### src/rtl/divider_pkg.sv
// ============================================================================
// Module   : divider_pkg
// Brief    : Shared state encoding and sizing for the restoring divider.
// Revision : 1.0
// ============================================================================
`default_nettype none

package divider_pkg;

   function automatic int cnt_width(input int w);
      return (w > 1) ? $clog2(w) : 1;
   endfunction

   localparam int DIV_WIDTH_DEF = 4;
   localparam int DIV_CNT_W     = cnt_width(DIV_WIDTH_DEF);

   localparam int         ST_W    = 2;
   localparam logic [1:0] ST_IDLE = 2'd0;
   localparam logic [1:0] ST_RUN  = 2'd1;
   localparam logic [1:0] ST_DONE = 2'd2;

endpackage

`default_nettype wire

### src/rtl/trial_subtractor.sv
// ============================================================================
// Module   : trial_subtractor
// Brief    : Combinational N-bit ripple-borrow subtractor (a - b - bin).
// Revision : 1.0
// ============================================================================
`default_nettype none

module trial_subtractor #(
   parameter int N = 5
) (
   input  logic [N-1:0] i_a,
   input  logic [N-1:0] i_b,
   input  logic         i_bin,
   output logic [N-1:0] o_diff,
   output logic         o_bout
);

   logic [N:0] w_borrow;

   assign w_borrow[0] = i_bin;

   generate
      for (genvar i = 0; i < N; i++) begin : g_bit
         assign o_diff[i]     = i_a[i] ^ i_b[i] ^ w_borrow[i];
         assign w_borrow[i+1] = (~i_a[i] & i_b[i]) | (~(i_a[i] ^ i_b[i]) & w_borrow[i]);
      end
   endgenerate

   assign o_bout = w_borrow[N];

endmodule

`default_nettype wire

### src/rtl/seq_restoring_divider.sv
// ============================================================================
// Module   : seq_restoring_divider
// Brief    : Unsigned sequential restoring divider, one quotient bit per clock.
// Revision : 1.0
// ============================================================================
`default_nettype none

module seq_restoring_divider
   import divider_pkg::*;
#(
   parameter int WIDTH = DIV_WIDTH_DEF
) (
   input  logic             clk,
   input  logic             rst_n,
   input  logic             start,
   input  logic [WIDTH-1:0] dividend,
   input  logic [WIDTH-1:0] divisor,
   output logic             busy,
   output logic             done,
   output logic [WIDTH-1:0] quotient,
   output logic [WIDTH-1:0] remainder,
   output logic             div_by_zero
);

   localparam int            CW          = cnt_width(WIDTH);
   localparam logic [CW-1:0] c_LAST_STEP = CW'(WIDTH - 1);

   logic [ST_W-1:0]  r_state;
   logic [ST_W-1:0]  w_next_state;
   logic [CW-1:0]    r_cnt;
   logic [WIDTH-1:0] r_rem;
   logic [WIDTH-1:0] r_quo;
   logic [WIDTH-1:0] r_dvs;
   logic             r_dbz;

   logic             w_accept;
   logic             w_dvs_zero;
   logic [WIDTH:0]   w_shift;
   logic [WIDTH:0]   w_trial;
   logic             w_borrow;
   logic             w_restore;

   assign w_accept   = start & ~busy;
   assign w_dvs_zero = (divisor == '0);

   // Quotient register doubles as the dividend shifter: its MSB feeds R.
   assign w_shift = {r_rem, r_quo[WIDTH-1]};

   trial_subtractor #(
      .N (WIDTH + 1)
   ) u_trial_sub (
      .i_a    (w_shift),
      .i_b    ({1'b0, r_dvs}),
      .i_bin  (1'b0),
      .o_diff (w_trial),
      .o_bout (w_borrow)
   );

   // A set trial MSB can only accompany a borrow, so it never changes the decision.
   assign w_restore = w_borrow | w_trial[WIDTH];

   always_ff @(posedge clk or negedge rst_n) begin
      if (!rst_n) begin
         r_state <= ST_IDLE;
      end else begin
         r_state <= w_next_state;
      end
   end

   always_comb begin
      w_next_state = r_state;
      case (r_state)
         ST_IDLE: begin
            if (start) begin
               w_next_state = w_dvs_zero ? ST_DONE : ST_RUN;
            end
         end
         ST_RUN: begin
            if (r_cnt == c_LAST_STEP) begin
               w_next_state = ST_DONE;
            end
         end
         ST_DONE: begin
            if (start) begin
               w_next_state = w_dvs_zero ? ST_DONE : ST_RUN;
            end else begin
               w_next_state = ST_IDLE;
            end
         end
         default: w_next_state = ST_IDLE;
      endcase
   end

   always_comb begin
      busy = 1'b0;
      done = 1'b0;
      case (r_state)
         ST_RUN:  busy = 1'b1;
         ST_DONE: done = 1'b1;
         default: ;
      endcase
   end

   always_ff @(posedge clk or negedge rst_n) begin
      if (!rst_n) begin
         r_cnt <= '0;
         r_rem <= '0;
         r_quo <= '0;
         r_dvs <= '0;
         r_dbz <= 1'b0;
      end else if (w_accept) begin
         r_cnt <= '0;
         r_dbz <= w_dvs_zero;
         if (w_dvs_zero) begin
            r_quo <= '1;
            r_rem <= dividend;
         end else begin
            r_quo <= dividend;
            r_rem <= '0;
            r_dvs <= divisor;
         end
      end else if (r_state == ST_RUN) begin
         r_cnt <= r_cnt + 1'b1;
         r_quo <= {r_quo[WIDTH-2:0], ~w_restore};
         r_rem <= w_restore ? w_shift[WIDTH-1:0] : w_trial[WIDTH-1:0];
      end
   end

   assign quotient    = r_quo;
   assign remainder   = r_rem;
   assign div_by_zero = r_dbz;

endmodule

`default_nettype wire

### config.mk
export PLATFORM = sky130hd
export DESIGN_NAME = seq_restoring_divider
export DESIGN_NICKNAME = d
export VERILOG_FILES = /design/src/rtl/divider_pkg.sv /design/src/rtl/trial_subtractor.sv /design/src/rtl/seq_restoring_divider.sv
export SDC_FILE = /design/constraint.sdc
export NUM_CORES = 1
export LEC_CHECK = 0
export ABC_AREA = 0
export CAP_MARGIN = 40
export CORE_AREA = 2 2 53 55
export DETAILED_ROUTE_END_ITERATION = 6
export DIE_AREA = 0 0 55 57
export HOLD_SLACK_MARGIN = 0.02
export PLACE_DENSITY_LB_ADDON = 0.1
export SLEW_MARGIN = 20
export SYNTH_ARGS = -nofsm -noshare
export SYNTH_HDL_FRONTEND = slang
export SYNTH_HIERARCHICAL = 1
export SYNTH_SLANG_ARGS = --single-unit
### constraint.sdc
create_clock -name clk -period 5.2 [get_ports clk]
set_input_delay 0.78 -clock clk [delete_from_list [all_inputs] [get_ports clk]]
set_output_delay 0.78 -clock clk [all_outputs]
set_load 0.05 [all_outputs]
After elaboration in Yosys (flattened, before gate mapping)
Cells that the tools add are included.
{ "totals": {"wordCells": 65, "regBits": 17, "out_inout_bits": 11} }
{ "op_classes": {"add_sub_neg": 1, "bitwise": 32, "mux": 16, "n_reduce_logical": 5, "eq_ne": 5} }
{ "op_table": {"columns": ["op", "count"], "rows": [
  ["4-bit 2-to-1 mux", 7],
  ["2-bit 2-to-1 mux", 6],
  ["1-bit NOT", 11],
  ["1-bit AND", 9],
  ["1-bit XOR", 8],
  ["2-bit one-hot mux with 3 select lines", 1],
  ["2-bit equality test, second input constant", 2],
  ["4-bit logical NOT", 1],
  ["2-bit inequality test, second input constant", 2],
  ["1-bit OR", 4],
  ["2-bit AND reduction", 2],
  ["2-bit by 1-bit adder with 2-bit output, second input constant", 1],
  ["2-bit by 1-bit equality test with 1-bit output, second input constant", 1],
  ["2-bit logical NOT", 1],
  ["1-bit 2-to-1 mux", 2],
  ["2-bit nonzero test", 1]
]} }

Depth between registers and ports, before layout
Gate-level depths: netlist (run 1).
{ "logic_depth": {"depth_word": 13, "depth_mapped": 12, "mapped_depth_nobuf": 12} }

Modules after synthesis
Netlist (run 1), hierarchy kept.
{ "modules_own_cells": {"columns": ["module", "area_per_inst_um2", "n_inst", "cells_each"], "rows": [
  ["seq_restoring_divider", 843.3, 1, 81],
  ["trial_subtractor", 145.1, 1, 17]
]} }

Worst setup path after synthesis (run 1)
No wires, ideal clock.
{ "synth_path": {"path_kind": "flip-flop to flip-flop", "from": "register r_quo[3] (netlist: quotient[3])", "to": "register r_rem[0] (netlist: remainder[0])", "setup_slack_ns": 1.889, "synth_period_minus_slack_ns": 3.311, "arrival_time_ns": 3.170, "path_stages_with_launch": 11, "path_buffers": 0, "t_required_ns": 5.059, "cell_sequence": "dfrtp_1 -> fa_1 -> inv_1 -> fa_1 -> fa_1 -> fa_1 -> inv_1 -> fa_1 -> nor2_1 -> mux2i_1 -> a22oi_2"} }
{ "synth_via": {"elab_chain_len": 13, "word_cells_on_any_way": 15, "classes_between": "mux (3); bitwise (12)"} }
{ "synth_lines": {"columns": ["item", "line_no", "rtl"], "rows": [
  ["start: declaration", "seq_restoring_divider.sv:32", "logic [WIDTH-1:0] r_quo;"],
  ["start signal: assignment", "seq_restoring_divider.sv:118", "r_quo <= dividend;"],
  ["start signal: assignment", "seq_restoring_divider.sv:124", "r_quo <= {r_quo[WIDTH-2:0], ~w_restore};"],
  ["1-bit NOT", "trial_subtractor.sv:25", "assign w_borrow[i+1] = (~i_a[i] & i_b[i]) | (~(i_a[i] ^ i_b[i]) & w_borrow[i]);"],
  ["1-bit AND (2 in series)", "trial_subtractor.sv:25", null],
  ["1-bit OR", "trial_subtractor.sv:25", null],
  ["1-bit AND", "trial_subtractor.sv:25", null],
  ["1-bit OR", "trial_subtractor.sv:25", null],
  ["1-bit AND", "trial_subtractor.sv:25", null],
  ["1-bit OR", "trial_subtractor.sv:25", null],
  ["1-bit XOR", "trial_subtractor.sv:24", "assign o_diff[i] = i_a[i] ^ i_b[i] ^ w_borrow[i];"],
  ["via w_trial[4]", "seq_restoring_divider.sv:39", "logic [WIDTH:0] w_trial;"],
  ["1-bit OR", "seq_restoring_divider.sv:60", "assign w_restore = w_borrow | w_trial[WIDTH];"],
  ["4-bit 2-to-1 mux", "seq_restoring_divider.sv:125", "r_rem <= w_restore ? w_shift[WIDTH-1:0] : w_trial[WIDTH-1:0];"],
  ["4-bit 2-to-1 mux", "seq_restoring_divider.sv:122", "end else if (r_state == ST_RUN) begin"],
  ["4-bit 2-to-1 mux", "seq_restoring_divider.sv:111", "end else if (w_accept) begin"],
  ["end signal: assignment", "seq_restoring_divider.sv:116", "r_rem <= dividend;"],
  ["end signal: assignment", "seq_restoring_divider.sv:125", null],
  ["end: declaration", "seq_restoring_divider.sv:31", "logic [WIDTH-1:0] r_rem;"]
]} }
The timed path passes the listed nets, and every way through them passes these cells. The select of a mux whose other input is x is not followed.
A chain may end at the register's enable or synchronous reset.

Worst setup path after layout (run 1)
{ "layout_path": {"from": "register r_dvs[0]", "to": "register r_rem[2] (netlist: remainder[2])"} }
{ "layout_via": {"elab_chain_len": 12, "word_cells_on_any_way": 14, "classes_between": "mux (3); bitwise (11)"} }
{ "layout_lines": {"columns": ["item", "line_no", "rtl"], "rows": [
  ["start: declaration", "seq_restoring_divider.sv:33", "logic [WIDTH-1:0] r_dvs;"],
  ["start signal: assignment", "seq_restoring_divider.sv:120", "r_dvs <= divisor;"],
  ["1-bit AND (2 in series)", "trial_subtractor.sv:25", null],
  ["1-bit OR", "trial_subtractor.sv:25", null],
  ["1-bit AND", "trial_subtractor.sv:25", null],
  ["1-bit OR", "trial_subtractor.sv:25", null],
  ["1-bit AND", "trial_subtractor.sv:25", null],
  ["1-bit OR", "trial_subtractor.sv:25", null],
  ["1-bit XOR", "trial_subtractor.sv:24", null],
  ["via w_trial[4]", "seq_restoring_divider.sv:39", null],
  ["1-bit OR", "seq_restoring_divider.sv:60", null],
  ["4-bit 2-to-1 mux", "seq_restoring_divider.sv:125", null],
  ["4-bit 2-to-1 mux", "seq_restoring_divider.sv:122", null],
  ["4-bit 2-to-1 mux", "seq_restoring_divider.sv:111", null]
]} }
The timed path passes the listed nets, and every way through them passes these cells. The select of a mux whose other input is x is not followed.

==> flow_summary_export.csv, run 1 <==
group,metric,value,unit
outcome,outcome,"finished clean",
clocking,cts_buffers,3,
setup_path,crit_arrival,3.36,ns
timing,rsz0062_at_grt,"false",
place,place_congestion,0.735,
timing,post-route-period-util,61.2,%
floorplanning,rows,19,
logic_synthesis,postSynth.asyncResetShare,100,%
floorplanning,start_util,37.8,%
floorplanning,die_h,57,um
place,hpwl,1590,um
logic_synthesis,syn_inst,98,
clocking,ctsRootBufferMaster,"clkbuf_4",
timing,setup_viol,0,
power_and_ir_drop,ir_drop,0.373,mV
route,wirelength,2100,um
logic_synthesis,synth_ff_type,"dfrtp_1",
logic_synthesis,netlist_area,988,um2
logic_synthesis,synth_seq_cells,17,
cells_and_area,layout_common_cells,"21 x clkdlybuf4s50_1, 17 x dfrtp_1, 12 x inv_1",
job,cap_viol_max_count,0,
timing,tns,0,ns
place,io_buffers,21,
setup_path,reg2reg_from,"r_dvs[0]$_DFFE_PN0P_",
route,wire_per_inst,13.8,um
clocking,h-tree-depth,1,
floorplanning,die_area,3140,um2
timing,hold_viol_final,0,
clocking,clk_latency,0.30,ns
timing,fmax,0.314,GHz
setup_path,rr_worst_depth,11,
timing,worst_slew_pin_slew,0.527,ns
route,via_count,780,
setup_path,start_kind,"flip-flop",
route,drc_errors,0,
cells_and_area,drive_above_1_share,11.6,%
worst_hold_path,min_path_cells,1,
logic_synthesis,ys_seq_area_share,43.0,%
route,routed_via_density,5.13,
clocking,cts_setup_buffers,0,
power_and_ir_drop,powerDensity,703,nW/um2
setup_path,cp_max_fo,5,
place,dpl_cell_area,1220,um2
route,dr.pass1.iters,4,
clocking,clk_pin_slew,0.10,ns
grt,grt_overflow_total,0,
timing,slew_headroom,64.8,%
floorplanning,core_area,2620,um2
grt,grt_max_degree,18,
power_and_ir_drop,p_leak,0.536,nW
worst_hold_path,holdCritStartpoint,"r_cnt[0]$_DFFE_PN0P_",
route,drtIter0Drc,11,
timing,maxSlewViolCount,0,
cells_and_area,area_growth_syn_to_layout,27.7,%
timing,period_needed,3.18,ns
grt,antenna_found_initial,0,
cells_and_area,n_antenna_cell,0,
logic_synthesis,yosysWarnings,6,
timing,skew,0.00321,ns
route,antenna_left,0,
logic_synthesis,synth-edff-count,0,
floorplanning,die_x,55,um
clocking,cts_tree,"built",
clocking,clk_path_buf_depth,2,
worst_hold_path,min_to,"r_cnt[0]$_DFFE_PN0P_",
grt,grt_usage,16.4,%
cells_and_area,nNetsFinal,139,
clocking,cts_resized,0,
logic_synthesis,syn_avg_cell_area,10.1,um2
setup_path,worstPathRequired,5.38,ns
grt,grt_pass1_wl,3680,um
floorplanning,io-pin-count,22,
cells_and_area,final_common_cell,"clkdlybuf4s50_1",
setup_path,cp-end-kind,"flip-flop",
clocking,holdBufCountCts,0,
clocking,cts_sinks,17,
grt,grt_pass1_vias,793,
setup_path,crit_type,"reg -> reg",
cells_and_area,final_area,1260,um2
logic_synthesis,synth_cell_types,26,
setup_path,r2r-end,"remainder[2]$_DFFE_PN0P_",
setup_path,r2r_slack,2.02,ns
cells_and_area,num-fill-cells,262,
worst_hold_path,hp-class,"reg -> reg",
[sequential cells by signal (all words and copies together), names as in the netlist]
signal and flops:
div_by_zero 1, r_cnt 2, quotient 4, r_state 2, r_dvs 4, remainder 4
[layer usage]
metal | global-route usage (%) | vias up | wire length [um]
li1 | - | 387 | -
met1 | 22.9 | 377 | 962
met2 | 22.8 | 12 | 1010
met3 | 6.54 | 4 | 99
met4 | 6.27 | 0 | 33
met5 | 0 | - | 0
[metrics by stage]
stage	cells	setup WS [ns]	util, %	power, mW	hold WS [ns]
3_5_place_dp	147	2.04	46.7	0.823	0.487
5_1_grt	152	1.85	48.3	0.966	0.528
6_report	152	2.02	48.3	0.888	0.502
2_1_floorplan	99	1.89	-	0.669	0.454
3_3_place_gp	146	2.08	46.4	0.818	0.472
4_1_cts	151	2.02	47.7	0.900	0.502
[synthesized netlist by cell type, types with 2 or more instances]
| cell type | number | area share, % |
|---|---|---|
| a21oi_1 | 4 | 2.0 |
| a22o_1 | 4 | 3.5 |
| a22oi_2 | 4 | 5.1 |
| buf_2 | 2 | 1.0 |
| buf_4 | 2 | 1.5 |
| dfrtp_1 | 17 | 43 |
| fa_1 | 5 | 10 |
| inv_1 | 12 | 4.6 |
| inv_2 | 2 | 0.76 |
| mux2i_1 | 4 | 4.1 |
| nand2_1 | 8 | 3.0 |
| nand3_1 | 5 | 2.5 |
| nor3_1 | 4 | 2.0 |
| o21ai_0 | 4 | 2.0 |
| o21ai_1 | 7 | 3.5 |
| o311ai_0 | 4 | 3.5 |
[how the worst max path moves through the flow]
stage / startpoint / end / slack [ns] / depth (start not counted)
floorplan: quotient[3]$_DFFE_PN0P_ / remainder[0]$_DFFE_PN0P_ / 1.89 / 10
detailed placement: r_dvs[0]$_DFFE_PN0P_ / remainder[0]$_DFFE_PN0P_ / 2.04 / 11
CTS: r_dvs[0]$_DFFE_PN0P_ / remainder[2]$_DFFE_PN0P_ / 2.02 / 11
finish: r_dvs[0]$_DFFE_PN0P_ / remainder[2]$_DFFE_PN0P_ / 2.02 / 11
global placement: r_dvs[0]$_DFFE_PN0P_ / remainder[3]$_DFFE_PN0P_ / 2.08 / 11
global route: r_dvs[0]$_DFFE_PN0P_ / remainder[1]$_DFFE_PN0P_ / 1.85 / 11
[cells by family after synthesis]
kind of cell               share of synthesized area (%)
adders and majority gates                           11.4
buffers and inverters                               8.23
DFF                                                 43.0
and+or+nand+nor                                     11.1
AOI/OAI and AO/OA                                   20.6
other                                              0.379
muxes                                               5.19
[power by group]
part           switching (mW)  internal (mW)  total [mW]
clock                  0.0435         0.0287      0.0722
sequential             0.0529          0.197       0.250
combinational           0.348          0.218       0.566
[cell type report]
cell class / count / area (um2) / share of cell area [%]
Clock buffer: 3 / 22.5 / 1.78
Sequential cell: 17 / 425 / 33.7
Clock inverter: 1 / 5.00 / 0.396
Multi-Input combinational cell: 63 / 485 / 38.5
Tap cell: 31 / 38.8 / 3.07
Inverter: 14 / 52.6 / 4.16
Timing Repair Buffer: 23 / 233 / 18.4
[critical path, stage by stage, from the launching register on]
cell and delay [ns]:
dfrtp_1 0.40, inv_1 0.08, fa_1 0.16, inv_1 0.05
fa_1 0.38, fa_1 0.39, fa_1 0.37, inv_1 0.08
fa_1 0.40, nor2_1 0.39, mux2i_1 0.29, a22oi_2 0.07
No activity file was read; power rests on OpenSTA's default activity.
==> run 2: changes to the inputs <==
==> constraint.sdc (replaced) <==
create_clock -name clk -period 3.3 [get_ports clk]
set_input_delay 0.495 -clock clk [delete_from_list [all_inputs] [get_ports clk]]
set_output_delay 0.495 -clock clk [all_outputs]
set_load 0.05 [all_outputs]
==> run 2 against run 1 <==
- global-route usage is 0.072 points lower
- power is 60% higher
- sequential power is 60% higher
- register-to-register slack worse by 1.7 ns
- critical path type unchanged
- clock skew is 0.0042 ns higher
- non-clock buffer count is 1 higher
- combinational power is 61% higher
- die area stayed put
- via count is 1.3% higher
==> flow_summary_export.csv, run 2 (synthesis gave the netlist of run 1 again) <==
group,metric,value,unit
route,wirelength,2160,um
place,hpwl,1620,um
setup_path,cp_max_fo,5,
cells_and_area,final_util,48.6,%
timing,hold_viol_final,0,
place,dp_slack,0.300,ns
outcome,outcome,"finished clean",
route,dr.pass1.iters,4,
timing,fmax,0.334,GHz
clocking,cts_resized,0,
timing,hold_slack,0.418,ns
timing,post-route-period-util,90.8,%
floorplanning,die_h,57,um
cells_and_area,drive_above_1_share,12.3,%
place,io_buffers,21,
power_and_ir_drop,ir_drop,0.582,mV
cells_and_area,layout_common_cells,"21 x clkdlybuf4s50_1, 16 x dfrtp_1, 12 x inv_1",
floorplanning,die_x,55,um
route,routed_via_density,5.16,
route,wl_met3,68,um
place,place_congestion,0.730,
setup_path,crit_type,"reg -> reg",
power_and_ir_drop,p_leak,0.537,nW
clocking,ctsRootBufferMaster,"clkbuf_4",
worst_hold_path,hp-class,"in -> async",
clocking,clk_latency,0.29,ns
timing,slew_headroom,66.7,%
job,cap_viol_max_count,0,
grt,grt_max_degree,18,
setup_path,start_kind,"flip-flop",
timing,setup_viol,0,
route,drc_errors,0,
timing,fin_ws,0.304,ns
clocking,cts_buffers,3,
clocking,h-tree-depth,1,
setup_path,r2r_slack,0.30,ns
setup_path,crit_arrival,3.17,ns
timing,skew,0.00746,ns
grt,grt_pass1_wl,3670,um
timing,rsz0062_at_grt,"false",
route,met2WireLength,1040,um
route,drtIter0Drc,15,
grt,grt_usage,16.3,%
route,antenna_left,0,
clocking,holdBufCountCts,0,
grt,grt_pass1_vias,760,
timing,period_needed,3.00,ns
route,wl_met1,1040,um
timing,maxSlewViolCount,0,
floorplanning,io-pin-count,22,
setup_path,reg2reg_from,"r_dvs[0]$_DFFE_PN0P_",
cells_and_area,n_antenna_cell,0,
clocking,cts_tree,"built",
power_and_ir_drop,powerDensity,1120,nW/um2
route,via_count,790,
clocking,clk_path_buf_depth,2,
grt,antenna_found_initial,0,
setup_path,cp-end-kind,"flip-flop",
floorplanning,rows,19,
floorplanning,core_area,2620,um2
floorplanning,die_area,3140,um2
route,wire_per_inst,14.1,um
timing,tns,0,ns
grt,grt_overflow_total,0,
setup_path,worstPathRequired,3.47,ns
setup_path,rr_worst_depth,12,
cells_and_area,final_common_cell,"clkdlybuf4s50_1",
setup_path,r2r-end,"remainder[1]$_DFFE_PN0P_",
power_and_ir_drop,power.total,1.42,mW
route,top_layer_used,"met4",
timing,worst_slew_pin_slew,0.497,ns
clocking,cts_sinks,17,
cells_and_area,area_growth_syn_to_layout,28.5,%
clocking,cts_setup_buffers,0,
clocking,clk_pin_slew,0.10,ns
floorplanning,start_util,37.8,%
cells_and_area,nNetsFinal,140,
run 2: cell types whose count changed in the layout (fill, tap and decap cells not counted):
cell,delta
dfrtp_1,-1
clkbuf_1,+1
buf_4,+1
dfrtp_2,+1
clkinv_2,-1
run 2: area by class of cell:
cell class | count | area (um2)
tap | 31 | 38.8
fill | 265 | 1350
timing repair buffer | 24 | 240
sequential | 17 | 427
multi-input combinational | 63 | 485
inverter | 14 | 52.6
clock buffer | 4 | 26.3
run 2: worst max path at each step:
stage | start | to | slack (ns) | cells past startpoint
after floorplan | remainder[0]$_DFFE_PN0P_ | remainder[1]$_DFFE_PN0P_ | 0.12 | 9
after global placement | r_dvs[0]$_DFFE_PN0P_ | remainder[0]$_DFFE_PN0P_ | 0.37 | 12
after detailed placement | r_dvs[0]$_DFFE_PN0P_ | remainder[2]$_DFFE_PN0P_ | 0.30 | 12
after CTS | r_dvs[0]$_DFFE_PN0P_ | remainder[2]$_DFFE_PN0P_ | 0.29 | 12
after global routing | r_dvs[0]$_DFFE_PN0P_ | remainder[1]$_DFFE_PN0P_ | 0.12 | 12
final | r_dvs[0]$_DFFE_PN0P_ | remainder[1]$_DFFE_PN0P_ | 0.30 | 12
run 2: routing by layer:
layer | vias to the layer above | global-route usage (%)
met2 | 14 | 23.0
met4 | 0 | 6.27
li1 | 388 | -
met1 | 386 | 24.7
met5 | - | 0
met3 | 2 | 3.40
run 2: worst max-delay path, cell delays in order (launching register included):
cell	delay [ns]
dfrtp_1	0.40
inv_1	0.08
fa_1	0.16
inv_1	0.05
fa_1	0.37
fa_1	0.39
fa_1	0.38
inv_1	0.08
fa_1	0.40
nor2_1	0.11
buf_4	0.15
mux2i_1	0.25
a22oi_2	0.07
run 2: metrics by stage:
step	instance area, um2	instances
CTS	1250	152
detailed placement	1230	148
floorplan	993	99
finish	1270	153
global route	1270	153
global placement	1230	148
run 2: power breakdown:
group | internal [mW] | switching [mW]
Combinational | 0.360 | 0.550
Clock | 0.0469 | 0.0652
Sequential | 0.311 | 0.0876
Total | 0.718 | 0.703
==> run 3: changes to the inputs <==
--- a/config.mk
+++ b/config.mk
@@ -6,12 +6,12 @@
 export NUM_CORES = 1
 export LEC_CHECK = 0
 export ABC_AREA = 0
-export CAP_MARGIN = 40
 export CORE_AREA = 2 2 53 55
 export DETAILED_ROUTE_END_ITERATION = 6
 export DIE_AREA = 0 0 55 57
 export HOLD_SLACK_MARGIN = 0.02
 export PLACE_DENSITY_LB_ADDON = 0.1
+export SKIP_CTS_REPAIR_TIMING = 1
 export SLEW_MARGIN = 20
 export SYNTH_ARGS = -nofsm -noshare
 export SYNTH_HDL_FRONTEND = slang
==> run 3 against run 2 <==
- via count down 0.13%
- sequential share of layout area is 0.40 points higher
- first-iteration DRC count down 40%
- sequential cell count unchanged
- sequential power about the same
- non-clock buffer count down 1
- register-to-register slack hardly changed
- clock power barely moved
- clock-buffer cell count stayed put
- critical path depth is the same
- core utilization decreased by 0.57 points
- cell area decreased by 1.2%
- largest power group unchanged
- highest routed layer unchanged
==> flow_summary_export.csv, run 3 (synthesis gave the netlist of run 1 again) <==
group,metric,value,unit
setup_path,worstPathRequired,3.47,ns
setup_path,slowest_delay,0.40,ns
route,dr.pass1.iters,3,
timing,period_needed,3.00,ns
timing,fmax,0.334,GHz
place,hpwl,1620,um
clocking,cts_sinks,17,
clocking,clk_path_buf_depth,2,
timing,skew,0.00807,ns
cells_and_area,final_util,48.0,%
timing,tns,0,ns
cells_and_area,layout_common_cells,"21 x clkdlybuf4s50_1, 16 x dfrtp_1, 12 x inv_1",
setup_path,worstPathCellList,"inv_1, fa_1, inv_1, fa_1, fa_1, fa_1, inv_1, fa_1, nor2_1, buf_4, mux2i_1, a22oi_2",
floorplanning,io-pin-count,22,
clocking,cts_buffers,3,
place,dpl_cell_area,1230,um2
power_and_ir_drop,ir_drop,0.582,mV
route,routed_via_density,5.19,
timing,rsz0062_at_grt,"false",
place,io_buffers,21,
setup_path,crit_arrival,3.17,ns
cells_and_area,final_common_cell,"clkdlybuf4s50_1",
timing,maxSlewViolCount,0,
job,cap_viol_max_count,0,
grt,antenna_found_initial,0,
floorplanning,rows,19,
setup_path,crit_type,"reg -> reg",
clocking,ctsRootBufferMaster,"clkbuf_4",
setup_path,start_kind,"flip-flop",
route,via_count,789,
timing,slew_headroom,49.2,%
power_and_ir_drop,powerDensity,1130,nW/um2
timing,fin_ws,0.302,ns
route,drtIter0Drc,9,
setup_path,worst_path_most_repeated_cell,"fa_1",
grt,grt_pass1_wl,3670,um
timing,setup_viol,0,
route,drc_errors,0,
cells_and_area,area_growth_syn_to_layout,27.0,%
setup_path,critPathSlowestCell,"dfrtp_1",
worst_hold_path,hp-class,"reg -> reg",
floorplanning,die_h,57,um
clocking,clk_pin_slew,0.10,ns
setup_path,cp_max_fo,5,
clocking,clk_latency,0.29,ns
cells_and_area,final_area,1250,um2
place,place_congestion,0.730,
place,dp_slack,0.300,ns
clocking,cts_tree,"built",
route,wirelength,2160,um
floorplanning,die_x,55,um
cells_and_area,n_antenna_cell,0,
outcome,outcome,"finished clean",
grt,grt_pass1_vias,760,
grt,grt_usage,16.3,%
power_and_ir_drop,p_leak,0.530,nW
route,antenna_left,0,
clocking,h-tree-depth,1,
grt,grt_max_degree,18,
floorplanning,core_area,2620,um2
route,wire_per_inst,14.2,um
floorplanning,start_util,37.8,%
timing,hold_viol_final,0,
cells_and_area,nNetsFinal,139,
setup_path,cp-end-kind,"flip-flop",
cells_and_area,drive_above_1_share,11.6,%
timing,post-route-period-util,90.8,%
floorplanning,die_area,3140,um2
grt,grt_overflow_total,0,
timing,worst_slew_pin_slew,0.760,ns
==> run 3: cell count changes in the layout (fill, tap and decap cells not counted), sizes merged <==
cell  delta
buf      -1
==> run 3: critical path: cells and delay by family, from the launching register on <==
| kind | cells | cell delay [ns] |
|---|---|---|
| AO/OA/AOI/OAI | 1 | 0.07 |
| adder cells (fa/ha/maj) | 5 | 1.70 |
| buffers and inverters | 4 | 0.36 |
| flip-flops | 1 | 0.40 |
| multiplexers | 1 | 0.25 |
| AND/OR/NAND/NOR | 1 | 0.11 |
==> run 3: final timing paths <==
kind / from / to / slack (ns) / depth (start not counted)
setup / recovery: r_dvs[0]$_DFFE_PN0P_ / remainder[1]$_DFFE_PN0P_ / 0.30 / 12
max in group asynchronous: rst_n / quotient[3]$_DFFE_PN0P_ / 2.14 / 1
hold reg to reg: r_cnt[0]$_DFFE_PN0P_ / r_cnt[0]$_DFFE_PN0P_ / 0.50 / 1
min in group asynchronous: rst_n / quotient[2]$_DFFE_PN0P_ / 0.64 / 1
hold / removal: r_cnt[0]$_DFFE_PN0P_ / r_cnt[0]$_DFFE_PN0P_ / 0.50 / 1
setup reg to reg: r_dvs[0]$_DFFE_PN0P_ / remainder[1]$_DFFE_PN0P_ / 0.30 / 12
==> run 3: layer usage <==
layer	part of all wire (%)	GRT usage (%)	routed length, um
met1	48	24.7	1040
met4	0.56	6.27	12
met5	0	0	0
met3	2.4	3.40	51
met2	49	23.0	1050
==> run 3: per-stage QoR <==
stage	cells	hold slack (ns)	power, mW
2_1_floorplan	99	0.199	1.06
3_3_place_gp	148	0.473	1.31
3_5_place_dp	148	0.480	1.33
4_1_cts	152	0.510	1.44
5_1_grt	152	0.528	1.55
6_report	152	0.505	1.42
==> run 3: final cells by class <==
cell class                      count  area (um2)
Timing Repair Buffer               23         225
Tap cell                           31        38.8
Clock buffer                        4        26.3
Fill cell                         267        1360
Multi-Input combinational cell     63         485
Sequential cell                    17         427
Inverter                           14        52.6
==> run 3: where the power goes <==
group / switching [mW] / internal, mW
logic: 0.550 / 0.358
clock network: 0.0655 / 0.0469
registers: 0.0878 / 0.311
